## src/rtl/game_state_bank.sv

```systemverilog
// game_state_bank: breakout game state registers committed once per frame tick,
// with a vsync-latched display snapshot.
module game_state_bank #(
  parameter int NBRICK = 10,
  parameter int HPW = 2,
  parameter int CW = 10,
  parameter int LW = 2,
  parameter int VITE = 3,
  parameter int IX_NAV = 320,
  parameter int IY_NAV = 470,
  parameter int IX_PAL = 320,
  parameter int IY_PAL = 450,
  parameter logic [NBRICK*HPW-1:0] HP_INIT = 20'h56AFF,
  localparam int BCW = $clog2(NBRICK+1)
) (
  input  logic                   clk,
  input  logic                   rst,
  input  logic                   tick,
  input  logic [CW-1:0]          i_xnav,
  input  logic [CW-1:0]          i_ynav,
  input  logic [CW-1:0]          i_xpal,
  input  logic [CW-1:0]          i_ypal,
  input  logic                   i_xdirpal,
  input  logic                   i_ydirpal,
  input  logic [NBRICK-1:0]      i_hit,
  input  logic                   i_lost,
  input  logic                   i_serve,
  input  logic                   vsync,
  output logic [CW-1:0]          o_xnav,
  output logic [CW-1:0]          o_ynav,
  output logic [CW-1:0]          o_xpal,
  output logic [CW-1:0]          o_ypal,
  output logic                   o_xdirpal,
  output logic                   o_ydirpal,
  output logic [NBRICK*HPW-1:0]  o_hp,
  output logic [NBRICK-1:0]      o_alive,
  output logic [BCW-1:0]         o_brick,
  output logic [LW-1:0]          o_life,
  output logic [1:0]             o_state,
  output logic [CW-1:0]          d_xnav,
  output logic [CW-1:0]          d_xpal,
  output logic [CW-1:0]          d_ypal,
  output logic [NBRICK*HPW-1:0]  d_hp
);
  typedef enum logic [1:0] {SERVE = 2'b00, PLAY = 2'b01, OVER = 2'b10, WIN = 2'b11} state_t;
  function automatic logic [NBRICK-1:0] alive_of(input logic [NBRICK*HPW-1:0] v);
    for (int i = 0; i < NBRICK; i++) alive_of[i] = v[i*HPW +: HPW] != '0;
  endfunction
  localparam logic [NBRICK-1:0] ALIVE_INIT = alive_of(HP_INIT);
  localparam logic [BCW-1:0] BRICK_INIT = BCW'($countones(ALIVE_INIT));
  state_t state, state_n;
  logic [CW-1:0] xnav_n, ynav_n, xpal_n, ypal_n;
  logic xdir_n, ydir_n;
  logic [NBRICK*HPW-1:0] hp_n, hp_hit;
  logic [NBRICK-1:0] alive_n, alive_hit;
  logic [BCW-1:0] brick_n, brick_hit;
  logic [LW-1:0] life_n;
  assign o_state = state;
  always_comb begin
    hp_hit = o_hp;
    for (int i = 0; i < NBRICK; i++)
      hp_hit[i*HPW +: HPW] = (i_hit[i] && o_hp[i*HPW +: HPW] != '0) ? o_hp[i*HPW +: HPW] - HPW'(1) : o_hp[i*HPW +: HPW];
    alive_hit = alive_of(hp_hit);
    brick_hit = BCW'($countones(alive_hit));
    state_n = state;
    xnav_n = o_xnav;
    ynav_n = o_ynav;
    xpal_n = o_xpal;
    ypal_n = o_ypal;
    xdir_n = o_xdirpal;
    ydir_n = o_ydirpal;
    hp_n = o_hp;
    alive_n = o_alive;
    brick_n = o_brick;
    life_n = o_life;
    if (tick)
      case (state)
        SERVE: begin
          xnav_n = i_xnav;
          ynav_n = i_ynav;
          xpal_n = i_xnav;
          ypal_n = CW'(IY_PAL);
          xdir_n = 1'b0;
          ydir_n = 1'b0;
          state_n = i_serve ? PLAY : SERVE;
        end
        PLAY: begin
          xnav_n = i_xnav;
          ynav_n = i_ynav;
          xpal_n = i_xpal;
          ypal_n = i_ypal;
          xdir_n = i_xdirpal;
          ydir_n = i_ydirpal;
          hp_n = hp_hit;
          alive_n = alive_hit;
          brick_n = brick_hit;
          // clearing the field wins over a lost ball on the same tick
          if (brick_hit == '0) state_n = WIN;
          else if (i_lost) begin
            life_n = o_life - LW'(1);
            if (o_life == LW'(1)) state_n = OVER;
            else begin
              state_n = SERVE;
              xpal_n = CW'(IX_PAL);
              ypal_n = CW'(IY_PAL);
              xdir_n = 1'b0;
              ydir_n = 1'b0;
            end
          end
        end
        default: ;
      endcase
  end
  always_ff @(posedge clk) begin
    if (!rst) begin
      state <= SERVE;
      o_xnav <= CW'(IX_NAV);
      o_ynav <= CW'(IY_NAV);
      o_xpal <= CW'(IX_PAL);
      o_ypal <= CW'(IY_PAL);
      o_xdirpal <= 1'b0;
      o_ydirpal <= 1'b0;
      o_hp <= HP_INIT;
      o_alive <= ALIVE_INIT;
      o_brick <= BRICK_INIT;
      o_life <= LW'(VITE);
      d_xnav <= CW'(IX_NAV);
      d_xpal <= CW'(IX_PAL);
      d_ypal <= CW'(IY_PAL);
      d_hp <= HP_INIT;
    end else begin
      state <= state_n;
      o_xnav <= xnav_n;
      o_ynav <= ynav_n;
      o_xpal <= xpal_n;
      o_ypal <= ypal_n;
      o_xdirpal <= xdir_n;
      o_ydirpal <= ydir_n;
      o_hp <= hp_n;
      o_alive <= alive_n;
      o_brick <= brick_n;
      o_life <= life_n;
      if (vsync) begin
        d_xnav <= o_xnav;
        d_xpal <= o_xpal;
        d_ypal <= o_ypal;
        d_hp <= o_hp;
      end
    end
  end
endmodule
```

## config.mk

```make
export PLATFORM = sky130hd
export DESIGN_NAME = game_state_bank
export DESIGN_NICKNAME = d
export VERILOG_FILES = /design/src/rtl/game_state_bank.sv
export SDC_FILE = /design/constraint.sdc
export NUM_CORES = 1
export LEC_CHECK = 0
export ABC_AREA = 1
export CORE_MARGIN = 4
export CORE_UTILIZATION = 30
export CTS_BUF_LIST = sky130_fd_sc_hd__clkbuf_4 sky130_fd_sc_hd__clkbuf_8
export DETAILED_ROUTE_END_ITERATION = 8
export GPL_TIMING_DRIVEN = 0
export PLACE_DENSITY = 0.67
export SYNTH_ARGS = -nofsm -noshare
export SYNTH_HDL_FRONTEND = slang
export SYNTH_SLANG_ARGS = --single-unit
```

## constraint.sdc

```tcl
create_clock -name clk -period 8.55 [get_ports clk]
set_input_delay 2.1375 -clock clk [delete_from_list [all_inputs] [get_ports clk]]
set_output_delay 2.1375 -clock clk [all_outputs]
set_load 0.005 [all_outputs]
```

Yosys cells after proc, flatten, opt, wreduce, memory -nomap -nowiden
Index checks and enable logic that the tools add are counted.
- mux-type cells: 31
- eq/ne operators: 3
- reductions and logical operators: 39
- bitwise operators: 1
- add/sub/neg operators: 20
- operators with widths (cell ; count):
    10-bit two-way mux ; 6
    2-bit nonzero test ; 21
    10-bit case mux with 2 select lines ; 2
    2-bit two-way mux ; 13
    2-bit by 1-bit subtractor with 2-bit output (second input constant) ; 11
    1-bit by 1-bit adder with 2-bit output ; 5
    1-bit logical AND ; 10
    1-bit two-way mux ; 7
    2-bit by 2-bit adder with 3-bit output ; 2
    2-bit AND reduction ; 3
    3-bit by 3-bit adder with 4-bit output ; 1
    4-bit by 2-bit adder with 4-bit output ; 1
    2-bit by 1-bit == test with 1-bit output (second input constant) ; 2
    4-bit zero test ; 1
    1-bit case mux with 2 select lines ; 2
    2-bit case mux with 2 select lines ; 1
    4-bit AND reduction ; 1
    3-bit inequality test (second input constant) ; 1
    3-bit AND reduction ; 1
    2-bit zero test ; 1
    2-bit OR reduction ; 1
    1-bit inverter ; 1
- input bits: 58
- word-level logic and storage cells: 109
- output and inout port bits: 130
- register bits after elaboration: 130

Longest topological paths before layout
- word-level depth: 11
- gate-level depth with buffers: 24
- gate-level depth less buffers: 23

Least setup slack after synthesis
No wires, ideal clock.
- kind: input to register
- start: input port i_hit[0]
- end: register o_ypal[3]
- setup time: 0.068 ns
- slack: 2.997 ns
- arrival: 5.485 ns
- stages: 19
- data required time: 8.482 ns
- path through: nand2_1 -> nor2_1 -> a21oi_1 -> nand2_1 -> fa_1 -> inv_1 -> fa_1 -> fa_1 -> inv_1 -> ha_1 -> inv_1 -> fa_1 -> inv_1 -> nor2_2 -> nand3_4 -> nand3_4 -> buf_6 -> nand3_2 -> a21oi_2
- longest elaborated chain between the ends: 10
- ends and longest elaborated chain (element ; RTL line ; text):
    from (decl) ; 25 ; input logic [NBRICK-1:0] i_hit,
    1-bit logical AND ; 62 ; hp_hit[i*HPW +: HPW] = (i_hit[i] && o_hp[i*HPW +: HPW] != '0) ? o_hp[i*HPW +: HPW] - HPW'(1) : o_hp[i*HPW +: H ...
    2-bit two-way mux ; 62 ;
    2-bit nonzero test ; 47 ; for (int i = 0; i < NBRICK; i++) alive_of[i] = v[i*HPW +: HPW] != '0;
    via alive_hit[0] ; 55 ; logic [NBRICK-1:0] alive_n, alive_hit;
    1-bit by 1-bit adder with 2-bit output (implied by the code) ; 64 ; brick_hit = BCW'($countones(alive_hit));
    2-bit by 2-bit adder with 3-bit output (implied by the code) ; 64 ;
    3-bit by 3-bit adder with 4-bit output (implied by the code) ; 64 ;
    4-bit by 2-bit adder with 4-bit output (implied by the code) ; 64 ;
    4-bit zero test ; 98 ; if (brick_hit == '0) state_n = WIN;
    10-bit two-way mux ; 98 ;
    10-bit case mux with 2 select lines ; 77 ; case (state)
    to (signal assigned) ; 120 ; o_ypal <= CW'(IY_PAL);
    to (signal assigned) ; 136 ; o_ypal <= ypal_n;
    to (decl) ; 32 ; output logic [CW-1:0] o_ypal,
The timed path passes the listed nets, and every way through them passes these cells.
A chain may end at the register's enable or synchronous reset.

Final worst setup path
- start: input port i_hit[0]
- end: register o_ypal[4]
The elaborated chain is that of the path after synthesis.

==> summary.md <==
| Metric | Value |
|---|---|
| Outcome | finished, final reports clean |
| Worst path arrival time | 6.29 ns |
| DP Worst Slack | 2.18 ns |
| Inserted Clock Buffers | 17 |
| Worst path bufs/invs | 6 |
| Final count of negative-setup-slack endpoints | 0 |
| GRT Total Usage | 18.2% |
| FMAX | 0.169 GHz |
| Power per cell area | 205 nW/µm² |
| Filler cells | 1,767 |
| CTS tree | done |
| Total clock sinks | 130 |
| Standby leakage power | 3.31 nW |
| Routed vias | 5,084 |
| Design Power | 1.64 mW |
| Clock Skew | 0.0105 ns |
| Post-route cell area | 8000 µm² |
| Gate Count Post-Synth | 673 |
| Worst min-delay path category | flip-flop to flip-flop |
| Core Area | 17,500 µm² |
| Post-synth top area cell | dfxtp_1 |
| Initial antenna violation count | 0 |
| Wirelength per Cell | 16.4 µm |
| Vias in the first global route | 5,076 |
| Global-route wire length before repair | 28.2 mm |
| Delay-heaviest family, CP | adder cells |
| Syn_area_per_cell | 8.08 µm² |
| Layout area overhead | 47.1% |
| Setup CP Type | primary input to flip-flop |
| Residual DRC | 0 |
| CTS clk-pin slew, worst paths | 0.08 ns |
| Synth Register Bits | 130 |
| Hold buffers post-CTS | 0 |
| # resized after CTS | 0 |
| Fin worst setup slack | 2.63 ns |
| Area contributors post-synth | dfxtp_1, nand2_1, a21oi_1 |
| Maximum Capacitance Violations | 0 |
| Post-CTS Setup Inserts | 0 |
| Footprint of the multi-input gates | 2400 µm² |
| Largest stage delay, worst path | 0.56 ns |
| Sequential cell area | 2600 µm² |
| Synth Cell Area | 5440 µm² |
| Fin nets | 956 |
| Final std cells w/o fill | 1,116 |
| H-tree depth | 4 |
| Largest net degree at the start of global routing | 17 |
| Drt total wl | 18.3 mm |
| Max FO, Critical Path | 10 |
| Final Hold Viols | 0 |
| 1st-iter DRT viols | 170 |
| Setup TNS | 0 ns |
| Die Y | 143 µm |
| Layout cells sized above 1 | 10.3% |
| Die Wd | 143 µm |
| Clk Latency, worst-skew pair | 0.45 ns |
| Clk root buf | clkbuf_8 |
| Io pins | 188 |
| Final worst path period need | 5.92 ns |
| ANT cells | 0 |
| Max IR drop VDD | 0.0901 mV |
| Req. time, crit path | 8.93 ns |
| Yosys cell types | 28 |
| Placed cell area | 7590 µm² |
| WHS | 0.458 ns |
| IO buf count | 187 |
| Dpl cells | 1,085 |
| Period utilization | 69.2% |
| Sequential share of the synthesized area | 47.9% |
| Crit path launch type | primary input |
| Syn_nets | 750 |
| Die Area | 20,300 µm² |
| Crit path cell chain | clkdlybuf4s50_1 -> nand2_1 -> a21oi_1 -> nand2_1 -> fa_1 -> inv_1 -> fa_1 -> fa_1 -> inv_1 -> ha_1 -> inv_1 -> fa_1 -> inv_1 -> nor2_2 -> nand3_4 -> nand3_4 -> buf_6 -> nand3_2 -> a21oi_2 |
| First-pass detailed-route iteration total | 5 |
| Clock Tree Buf Depth | 2 |
| Critical-path top delay cell | fa_1 |
| CP Capture Type | flip-flop |
| Hpwl dp | 13.9 mm |
| Area share of the largest cell type after synthesis | 47.9% |
| RSZ-0062 raised after global routing | false |
| Max Slew Vio Count | 0 |
| GP Congestion | 0.779 |
| Via density | 4.56 |
| Fin util | 45.6% |
| Yosys warnings | 0 |
| Remaining global-route overflow | 0 |
| Slew margin rel. | 51.6% |
| Row Count | 48 |
| Antenna viol nets, final | 0 |
| Actual slew at the worst max-slew pin | 0.727 ns |
| Starting Density | 31.0% |
==> cell families (layout without fill, tap and decap cells) <==
logic type	count (synthesis)	count (layout)	share of synthesized area, %
compound gates	168	168	17.3
simple gates	249	249	20.0
buf+inv	97	315	8.05
flops	130	130	47.9
xor+xnor	10	10	1.61
fa+ha+maj	19	19	5.20
==> power by group <==
group	switching (mW)	internal, mW
Clock	0.256	0.294
Combinational	0.227	0.195
Sequential	0.0255	0.646
Total	0.509	1.13
==> tightest hold or removal path, cell delays in order (launching register included) <==
cell and delay (ns):
dfxtp_1 0.33, nand2_1 0.05, nand3_1 0.05
==> path summary, 6_finish.rpt <==
path / start / end / slack [ns] / depth (start not counted)
worst max-delay path: i_hit[0] / o_ypal[4] / 2.63 / 19
worst min-delay path: d_ypal[6] / d_ypal[6] / 0.46 / 2
worst max register to register: o_hp[0] / o_ypal[4] / 4.06 / 21
worst min register to register: d_ypal[6] / d_ypal[6] / 0.46 / 2
==> registers in the layout, indices dropped and copies added (netlist names), 2 cells and up <==
signal   cells
o_xnav      10
o_brick      4
d_xpal      10
d_xnav      10
o_ypal      10
o_life       2
o_ynav      10
o_state      2
o_xpal      10
d_ypal      10
o_hp        20
o_alive     10
d_hp        20
==> synth_stat cells <==
library cell  number
dfxtp_1          130
nand2_1          127
nor2_1            75
a21oi_1           67
o21ai_0           54
inv_1             50
nand3_1           28
o211ai_1          19
buf_2             17
o21ai_1           15
clkbuf_1          14
ha_1              13
a21oi_2           11
nand3_2           10
xor2_1            10
inv_2              7
buf_6              6
fa_1               6
buf_4              2
nand2_2            2
nand3_4            2
nor2_4             2
a211oi_2           1
and2_1             1
buf_1              1
nand4_1            1
nor2_2             1
o21a_1             1
==> cell type report <==
class / instances / area share, %
plain buffers: 40 / 2.80
clock buffers: 18 / 3.10
clock inverters: 13 / 2.03
inverters: 57 / 2.67
multi-input cells: 446 / 30.0
flip-flops and latches: 130 / 32.5
well taps: 225 / 3.52
repair buffers: 187 / 23.4
==> cell usage in the layout (no fill, tap or decap), types with 15 or more instances in the layout <==
| master | n |
|---|---|
| dfxtp_1 | 130 |
| clkbuf_8 | 18 |
| a21oi_1 | 67 |
| o211ai_1 | 19 |
| o21ai_1 | 15 |
| nand2_1 | 127 |
| nand3_1 | 28 |
| inv_1 | 50 |
| nor2_1 | 75 |
| o21ai_0 | 54 |
| buf_2 | 17 |
| clkdlybuf4s50_1 | 187 |
==> metal layers <==
metal	up-vias	share of wire [%]	track usage (%)
li1	2612	-	-
met1	2316	46	24.1
met2	139	46	29.0
met3	17	6.1	4.62
met4	0	1.6	5.95
met5	-	0	0
(Power assumes the default switching activity.)
